<file path="src/rtl/bayes_infer_seq_pkg.sv">
// Shared widths and state encoding for the inference sequencer.
// The FIFO pointer width is derived here so the top and the FIFO agree on it.
package bayes_infer_seq_pkg;

  localparam int N_FEAT     = 8;
  localparam int FEAT_W     = 4;
  localparam int RES_W      = 8;
  localparam int CNT_W      = 16;
  localparam int FIFO_DEPTH = 4;
  localparam int FEAT_VEC_W = N_FEAT * FEAT_W;
  localparam int FIFO_AW    = $clog2(FIFO_DEPTH);

  typedef enum logic [2:0] {
    IDLE      = 3'd0,
    WAIT_FEAT = 3'd1,
    LOAD      = 3'd2,
    COMPUTE   = 3'd3,
    DRAIN     = 3'd4
  } seq_state_e;

endpackage

</file>
<file path="src/rtl/bayes_infer_seq_if.sv">
// Feature intake stream and result readout stream of the inference sequencer.
// The slave modport is the sequencer side; the master modport is the host side.
interface bayes_infer_seq_if
  import bayes_infer_seq_pkg::*;
();

  logic                  feat_valid;
  logic                  feat_ready;
  logic [FEAT_VEC_W-1:0] feat_data;
  logic                  res_valid;
  logic                  res_ready;
  logic [RES_W-1:0]      res_data;

  modport slave (
    input  feat_valid, feat_data, res_ready,
    output feat_ready, res_valid, res_data
  );

  modport master (
    output feat_valid, feat_data, res_ready,
    input  feat_ready, res_valid, res_data
  );

endinterface

</file>
<file path="src/rtl/bayes_infer_seq_res_fifo.sv">
// First-word fall-through result FIFO with flush.
// Pointers carry one extra wrap bit so full and empty are told apart without a separate flag.
module bayes_res_fifo #(
  parameter int W     = 8,
  parameter int DEPTH = 4
) (
  input  logic                     clk,
  input  logic                     rst_n,
  input  logic                     flush,
  input  logic                     push,
  input  logic [W-1:0]             push_data,
  input  logic                     pop,
  output logic [W-1:0]             head,
  output logic [$clog2(DEPTH):0]   count,
  output logic                     full,
  output logic                     empty
);

  localparam int AW = $clog2(DEPTH);
  localparam logic [AW:0] PTR_ONE = {{AW{1'b0}}, 1'b1};

  logic [AW:0]  wr_ptr_r;
  logic [AW:0]  rd_ptr_r;
  logic [W-1:0] mem_r [DEPTH];
  logic         push_ok_s;
  logic         pop_ok_s;

  assign empty     = (wr_ptr_r == rd_ptr_r);
  assign full      = (wr_ptr_r[AW] != rd_ptr_r[AW]) &&
                     (wr_ptr_r[AW-1:0] == rd_ptr_r[AW-1:0]);
  assign count     = wr_ptr_r - rd_ptr_r;
  assign head      = mem_r[rd_ptr_r[AW-1:0]];
  assign push_ok_s = push && !full;
  assign pop_ok_s  = pop && !empty;

  // Storage and pointer update; flush empties the queue without touching storage.
  always_ff @(posedge clk or negedge rst_n) begin
    if (!rst_n) begin
      wr_ptr_r <= {(AW+1){1'b0}};
      rd_ptr_r <= {(AW+1){1'b0}};
      for (int i = 0; i < DEPTH; i++) begin
        mem_r[i] <= {W{1'b0}};
      end
    end else if (flush) begin
      wr_ptr_r <= {(AW+1){1'b0}};
      rd_ptr_r <= {(AW+1){1'b0}};
    end else begin
      if (push_ok_s) begin
        mem_r[wr_ptr_r[AW-1:0]] <= push_data;
        wr_ptr_r                <= wr_ptr_r + PTR_ONE;
      end
      if (pop_ok_s) begin
        rd_ptr_r <= rd_ptr_r + PTR_ONE;
      end
    end
  end

endmodule

</file>
<file path="src/rtl/bayes_infer_seq.sv">
// Sequences N inference samples through the Bayesian array: feature intake, load strobe,
// compute with optional timeout, and result capture into a FIFO for readout.
module bayes_infer_seq
  import bayes_infer_seq_pkg::*;
(
  input  logic                  clk,
  input  logic                  rst_n,
  input  logic                  start_i,
  input  logic                  abort_i,
  input  logic [CNT_W-1:0]      n_samples_i,
  input  logic [CNT_W-1:0]      timeout_i,
  bayes_infer_seq_if.slave      bus,
  output logic [FEAT_VEC_W-1:0] chip_feat_o,
  output logic                  chip_load_o,
  output logic                  chip_compute_o,
  input  logic                  chip_done_i,
  input  logic [RES_W-1:0]      chip_result_i,
  output logic                  busy_o,
  output logic                  done_o,
  output logic                  err_timeout_o,
  output logic                  aborted_o
);

  localparam logic [CNT_W-1:0] CNT_ONE  = {{(CNT_W-1){1'b0}}, 1'b1};
  localparam logic [CNT_W-1:0] CNT_ZERO = {CNT_W{1'b0}};
  localparam logic [FIFO_AW:0] FIFO_NONE = {(FIFO_AW+1){1'b0}};

  seq_state_e            state_r;
  logic [CNT_W-1:0]      remain_r;
  logic [CNT_W-1:0]      timer_r;
  logic [CNT_W-1:0]      timeout_r;
  logic [FEAT_VEC_W-1:0] feat_r;
  logic                  load_r;
  logic                  compute_r;
  logic                  busy_r;
  logic                  done_r;
  logic                  err_r;
  logic                  aborted_r;

  logic                  abort_s;
  logic                  accept_s;
  logic                  push_s;
  logic                  fifo_full_s;
  logic                  fifo_empty_s;
  logic [FIFO_AW:0]      fifo_count_s;

  // Intake is refused when the FIFO has no free slot, so a later capture always fits.
  assign abort_s        = abort_i && (state_r != IDLE);
  assign accept_s       = (state_r == WAIT_FEAT) && !fifo_full_s && !abort_i;
  assign push_s         = (state_r == COMPUTE) && chip_done_i && !abort_i;
  assign bus.feat_ready = accept_s;
  assign bus.res_valid  = !fifo_empty_s;

  assign chip_feat_o    = feat_r;
  assign chip_load_o    = load_r;
  assign chip_compute_o = compute_r;
  assign busy_o         = busy_r;
  assign done_o         = done_r;
  assign err_timeout_o  = err_r;
  assign aborted_o      = aborted_r;

  bayes_res_fifo #(
    .W     (RES_W),
    .DEPTH (FIFO_DEPTH)
  ) u_res_fifo (
    .clk       (clk),
    .rst_n     (rst_n),
    .flush     (abort_s),
    .push      (push_s),
    .push_data (chip_result_i),
    .pop       (bus.res_ready),
    .head      (bus.res_data),
    .count     (fifo_count_s),
    .full      (fifo_full_s),
    .empty     (fifo_empty_s)
  );

  // Run-control FSM with all array strobes and status flags registered.
  always_ff @(posedge clk or negedge rst_n) begin
    if (!rst_n) begin
      state_r   <= IDLE;
      remain_r  <= CNT_ZERO;
      timer_r   <= CNT_ZERO;
      timeout_r <= CNT_ZERO;
      feat_r    <= {FEAT_VEC_W{1'b0}};
      load_r    <= 1'b0;
      compute_r <= 1'b0;
      busy_r    <= 1'b0;
      done_r    <= 1'b0;
      err_r     <= 1'b0;
      aborted_r <= 1'b0;
    end else begin
      load_r <= 1'b0;
      done_r <= 1'b0;
      if (abort_s) begin
        state_r   <= IDLE;
        compute_r <= 1'b0;
        busy_r    <= 1'b0;
        aborted_r <= 1'b1;
        done_r    <= 1'b1;
      end else begin
        case (state_r)
          IDLE: begin
            if (start_i) begin
              err_r     <= 1'b0;
              aborted_r <= 1'b0;
              if (n_samples_i == CNT_ZERO) begin
                done_r <= 1'b1;
              end else begin
                state_r   <= WAIT_FEAT;
                busy_r    <= 1'b1;
                remain_r  <= n_samples_i;
                timeout_r <= timeout_i;
              end
            end
          end
          WAIT_FEAT: begin
            if (accept_s && bus.feat_valid) begin
              feat_r  <= bus.feat_data;
              load_r  <= 1'b1;
              state_r <= LOAD;
            end
          end
          LOAD: begin
            timer_r   <= timeout_r;
            compute_r <= 1'b1;
            state_r   <= COMPUTE;
          end
          COMPUTE: begin
            // A done arriving on the expiry cycle still counts as a good sample.
            if (chip_done_i) begin
              remain_r  <= remain_r - CNT_ONE;
              compute_r <= 1'b0;
              state_r   <= (remain_r == CNT_ONE) ? DRAIN : WAIT_FEAT;
            end else if (timeout_r != CNT_ZERO) begin
              timer_r <= timer_r - CNT_ONE;
              if (timer_r == CNT_ONE) begin
                err_r     <= 1'b1;
                compute_r <= 1'b0;
                state_r   <= DRAIN;
              end
            end
          end
          DRAIN: begin
            if (fifo_count_s == FIFO_NONE) begin
              state_r <= IDLE;
              busy_r  <= 1'b0;
              done_r  <= 1'b1;
            end
          end
          default: begin
            state_r   <= IDLE;
            compute_r <= 1'b0;
            busy_r    <= 1'b0;
          end
        endcase
      end
    end
  end

endmodule

</file>
<file path="src/flat_wrapper.sv">
// flat-port wrapper written by rule: the top's interface ports become plain ports
module bayes_infer_seq_flat import bayes_infer_seq_pkg::*;
  (clk, rst_n, start_i, abort_i, n_samples_i, timeout_i, chip_feat_o, chip_load_o, chip_compute_o, chip_done_i, chip_result_i, busy_o, done_o, err_timeout_o, aborted_o, bus_feat_valid, bus_feat_data, bus_res_ready, bus_feat_ready, bus_res_valid, bus_res_data);
  bayes_infer_seq_if bus_i ();
  input  logic clk;
  input  logic rst_n;
  input  logic start_i;
  input  logic abort_i;
  input  logic [CNT_W-1:0] n_samples_i;
  input  logic [CNT_W-1:0] timeout_i;
  output logic [FEAT_VEC_W-1:0] chip_feat_o;
  output logic chip_load_o;
  output logic chip_compute_o;
  input  logic chip_done_i;
  input  logic [RES_W-1:0] chip_result_i;
  output logic busy_o;
  output logic done_o;
  output logic err_timeout_o;
  output logic aborted_o;
  input wire logic [$bits(bus_i.feat_valid)-1:0] bus_feat_valid;
  input wire logic [$bits(bus_i.feat_data)-1:0] bus_feat_data;
  input wire logic [$bits(bus_i.res_ready)-1:0] bus_res_ready;
  output wire logic [$bits(bus_i.feat_ready)-1:0] bus_feat_ready;
  output wire logic [$bits(bus_i.res_valid)-1:0] bus_res_valid;
  output wire logic [$bits(bus_i.res_data)-1:0] bus_res_data;
  assign bus_i.feat_valid = bus_feat_valid;
  assign bus_i.feat_data = bus_feat_data;
  assign bus_i.res_ready = bus_res_ready;
  assign bus_feat_ready = bus_i.feat_ready;
  assign bus_res_valid = bus_i.res_valid;
  assign bus_res_data = bus_i.res_data;
  bayes_infer_seq u_core (.clk(clk), .rst_n(rst_n), .start_i(start_i), .abort_i(abort_i), .n_samples_i(n_samples_i), .timeout_i(timeout_i), .bus(bus_i), .chip_feat_o(chip_feat_o), .chip_load_o(chip_load_o), .chip_compute_o(chip_compute_o), .chip_done_i(chip_done_i), .chip_result_i(chip_result_i), .busy_o(busy_o), .done_o(done_o), .err_timeout_o(err_timeout_o), .aborted_o(aborted_o));
endmodule
</file>
<file path="config.mk">
export PLATFORM = sky130hd
export DESIGN_NAME = bayes_infer_seq_flat
export DESIGN_NICKNAME = d
export VERILOG_FILES = /design/src/rtl/bayes_infer_seq_pkg.sv /design/src/rtl/bayes_infer_seq_if.sv /design/src/rtl/bayes_infer_seq_res_fifo.sv /design/src/rtl/bayes_infer_seq.sv /design/src/flat_wrapper.sv
export SDC_FILE = /design/constraint.sdc
export NUM_CORES = 1
export LEC_CHECK = 0
export BUFFER_PORTS_ARGS = -buffer_cell sky130_fd_sc_hd__buf_2
export CAP_MARGIN = 25
export CORE_UTILIZATION = 45
export CTS_CLUSTER_SIZE = 10
export DETAILED_ROUTE_END_ITERATION = 8
export HOLD_SLACK_MARGIN = 0.12
export PLACE_DENSITY = 0.75
export RECOVER_POWER = 100
export SLEW_MARGIN = 20
export SYNTH_ARGS = -nofsm -noshare
export SYNTH_HDL_FRONTEND = slang
export SYNTH_HIERARCHICAL = 1
export SYNTH_SLANG_ARGS = --single-unit
</file>
<file path="constraint.sdc">
create_clock -name clk -period 3.8 [get_ports clk]
set_clock_uncertainty 0.05 [all_clocks]
set_input_delay 0.19 -clock clk [delete_from_list [all_inputs] [get_ports clk]]
set_output_delay 0.19 -clock clk [all_outputs]
set_load 0.005 [all_outputs]
</file>
==> flow_summary.ini <==
[status]
status = complete, no violations

[drt]
wl_mm = 16.53
first_pass_iters = 5
drc = 0
drt_iter0_markers = 383
via_per_inst = 5.518
wl_per_cell_um = 16.30
num_vias = 5595
ant_nets = 0

[synthesis]
yosys_register_bits = 127
yosysWarnings = 6
syn_avg_cell_area_um2 = 10.09
synth_nets = 717
synthArstFlopShare_pct = 100.0
synth_edf_count = 0
synth.distinct_cells = 64
synth_top_area_share_pct = 50.32
post-synth-top-count-cell = nand2_1
synthTopCellsByArea = dfrtp_1 50%, nand2_1 7.7%, mux2_2 6.1%
yosys.area.top_type = dfrtp_1
ys_top_cells_by_count = 129 x nand2_1, 127 x dfrtp_1, 48 x a21oi_1
ys.flop_type = dfrtp_1
syn_inst = 626
synthesis.area_mm2 = 0.006316
ys_seq_area_share_pct = 50.32

[die]
die_h_um = 120.5
core_area_mm2 = 0.01345
ioPinCount = 127
die_x_um = 120.5
rows = 42
start_util_pct = 46.95
die-area_mm2 = 0.01451

[worst_setup_path]
crit_type = reg -> reg
r2r_setup_slack_ns = 0.67
startpoint_type = flop
cp_max_fo = 33
worstPathArrival_ns = 3.43
crit_start = u_core/u_res_fifo/rd_ptr_r[0]$_DFFE_PN0P_
timing.rr.start = u_core/u_res_fifo/rd_ptr_r[0]$_DFFE_PN0P_
critPathCaptureType = flop
ff2ff_path_depth = 9
worstPathRequired_ns = 4.10
r2r_end = u_core/chip_feat_o[18]$_DFFE_PN0P_

[flow_run]
cap_violations = 0

[clock_network]
cts_tree = done
cts_made_buffers = 17
cts_setup_buffers = 0
cts_resized = 0
clk_path_buf_depth = 2
clkSlewWorstSetupHoldPaths_ns = 0.05
clk_latency_ns = 0.42
postCtsHoldBufs = 76
clock-sinks = 127
root_buffer = clkbuf_16
cts_max_level = 4

[placement]
place_inst = 904
dp_hpwl_mm = 10.83
place_congestion = 0.8286
port_buffers = 126

[timing]
hold_viol = 0
rsz0062_at_grt = no
setup_viol = 0
fmax_mhz = 319.8
setup_tns_ns = 0
relSlewSlack_pct = 2.467
period_needed_ns = 3.127
finalMaxSlewViolations = 0
fin_crit_sh_pct = 82.29
tightest_slew_ns = 1.463

[layout]
antenna_cells = 0
fin_cells = 1014
final_core_util_pct = 62.17
multi_input_area_mm2 = 0.002882
final_net_count = 916
drive_gt1_share_pct = 22.79
syn_to_final_growth_pct = 32.41
nFillCells = 1105
seq_area_mm2 = 0.003178

[min_path]
hp-class = in -> reg
min_to = u_core/done_o$_DFF_PN0_
worstHoldStart = abort_i
min_delay_path_depth = 3

[power]
ir_drop_mv = 0.4023
p_total_mw = 5.625
powerDensity_mw_per_mm2 = 672.6
power.leakage_nw = 3.857

[global_routing]
grtUsageTotal_pct = 24.28
gr-total-overflow = 0
grt_pass1_wl_mm = 27.49
grt_start_max_net_pins = 61
grt_pass1_vias = 5802
antenna_found_initial = 1
-- per-layer routing --
metal | up-vias | global-route usage (%) | part of all wire, % | routed length (um)
met5 | - | 0 | 0.079 | 13
met4 | 2 | 12.27 | 2.8 | 459
met3 | 45 | 6.368 | 5.6 | 926
met2 | 194 | 40.37 | 50 | 8331
met1 | 2720 | 29.07 | 41 | 6794
li1 | 2634 | - | - | -
-- worst max-delay path by stage --
stage	to	cells past startpoint	slack, ns
floorplan	u_core/chip_feat_o[0]$_DFFE_PN0P_	13	0.96
global placement	u_core/chip_feat_o[29]$_DFFE_PN0P_	9	1.09
detailed placement	u_core/chip_feat_o[10]$_DFFE_PN0P_	9	0.98
CTS	u_core/chip_feat_o[10]$_DFFE_PN0P_	9	0.97
global route	u_core/chip_feat_o[10]$_DFFE_PN0P_	9	0.46
finish	u_core/chip_feat_o[18]$_DFFE_PN0P_	9	0.67
-- stage by stage --
step | hold slack, ns | worst slack, ns | cell area (um2)
2_1_floorplan | -0.1556 | 0.9616 | 6316
3_3_place_gp | 0.1988 | 1.092 | 7104
3_5_place_dp | 0.2165 | 0.9789 | 7104
4_1_cts | 0.1289 | 0.9740 | 8434
5_1_grt | 0.1549 | 0.4560 | 8363
6_report | 0.1205 | 0.6728 | 8363
-- flip-flops by register name, indices dropped and copies added (netlist names) --
signal,count
u_core/done_o,1
u_core/u_res_fifo/rd_ptr_r,3
u_core/busy_o,1
u_core/chip_load_o,1
u_core/remain_r,16
u_core/aborted_o,1
u_core/chip_feat_o,32
u_core/err_timeout_o,1
u_core/state_r,3
u_core/timeout_r,16
u_core/timer_r,16
u_core/u_res_fifo/mem_r,32
u_core/chip_compute_o,1
u_core/u_res_fifo/wr_ptr_r,3
-- cells by family (layout without fill, tap and decap cells) --
group                    Yosys count  after routing  share of synthesized area (%)
AO/OA/AOI/OAI                    135            135                          13.47
XOR/XNOR                           2              2                         0.2774
adder cells (fa/ha/maj)           12             12                          2.496
buffers and inverters             49            261                          3.070
flip-flops                       127            127                          50.32
multiplexers                      59             59                          11.93
AND/OR/NAND/NOR                  242            242                          18.44
-- layout make-up --
class,instances,area share (%)
Inverter,16,0.7181
Clock buffer,19,5.416
Timing Repair Buffer,213,17.38
Clock inverter,13,1.391
Multi-Input combinational cell,450,34.46
Tap cell,176,2.633
Sequential cell,127,38.00
-- worst max-delay path, stage by stage, from the launching register on --
cell and delay (ns):
dfrtp_1 0.35, buf_4 0.20, ha_1 0.33, and2_0 0.26, and2_0 0.26, nand2b_1 0.17, or4_1 0.43, inv_1 0.72
nand2_1 0.18, nand2_1 0.09
-- power by group --
group | leakage (nW) | total (mW) | internal, mW | switching (mW)
clock network | 0.275 | 1.55 | 0.932 | 0.616
logic | 1.98 | 1.80 | 0.820 | 0.976
registers | 1.60 | 2.28 | 1.86 | 0.423
total | 3.86 | 5.62 | 3.61 | 2.02
-- layout by cell type (no fill, tap or decap), drive strengths merged, types with 5 or more instances in the layout --
master         n
nand3         14
or3           10
nand4          6
clkinv         9
nor3          11
clkbuf        44
a22oi          5
or4            5
nand2b         9
mux4           8
nor4          13
nor2          22
mux2          50
buf          112
o22ai          6
ha            11
o21ai         36
o21a           5
nand2        129
inv           16
dfrtp        127
nand3b         8
a21oi         52
dlygate4sd3   76
Power figures use the tool's default switching activity.
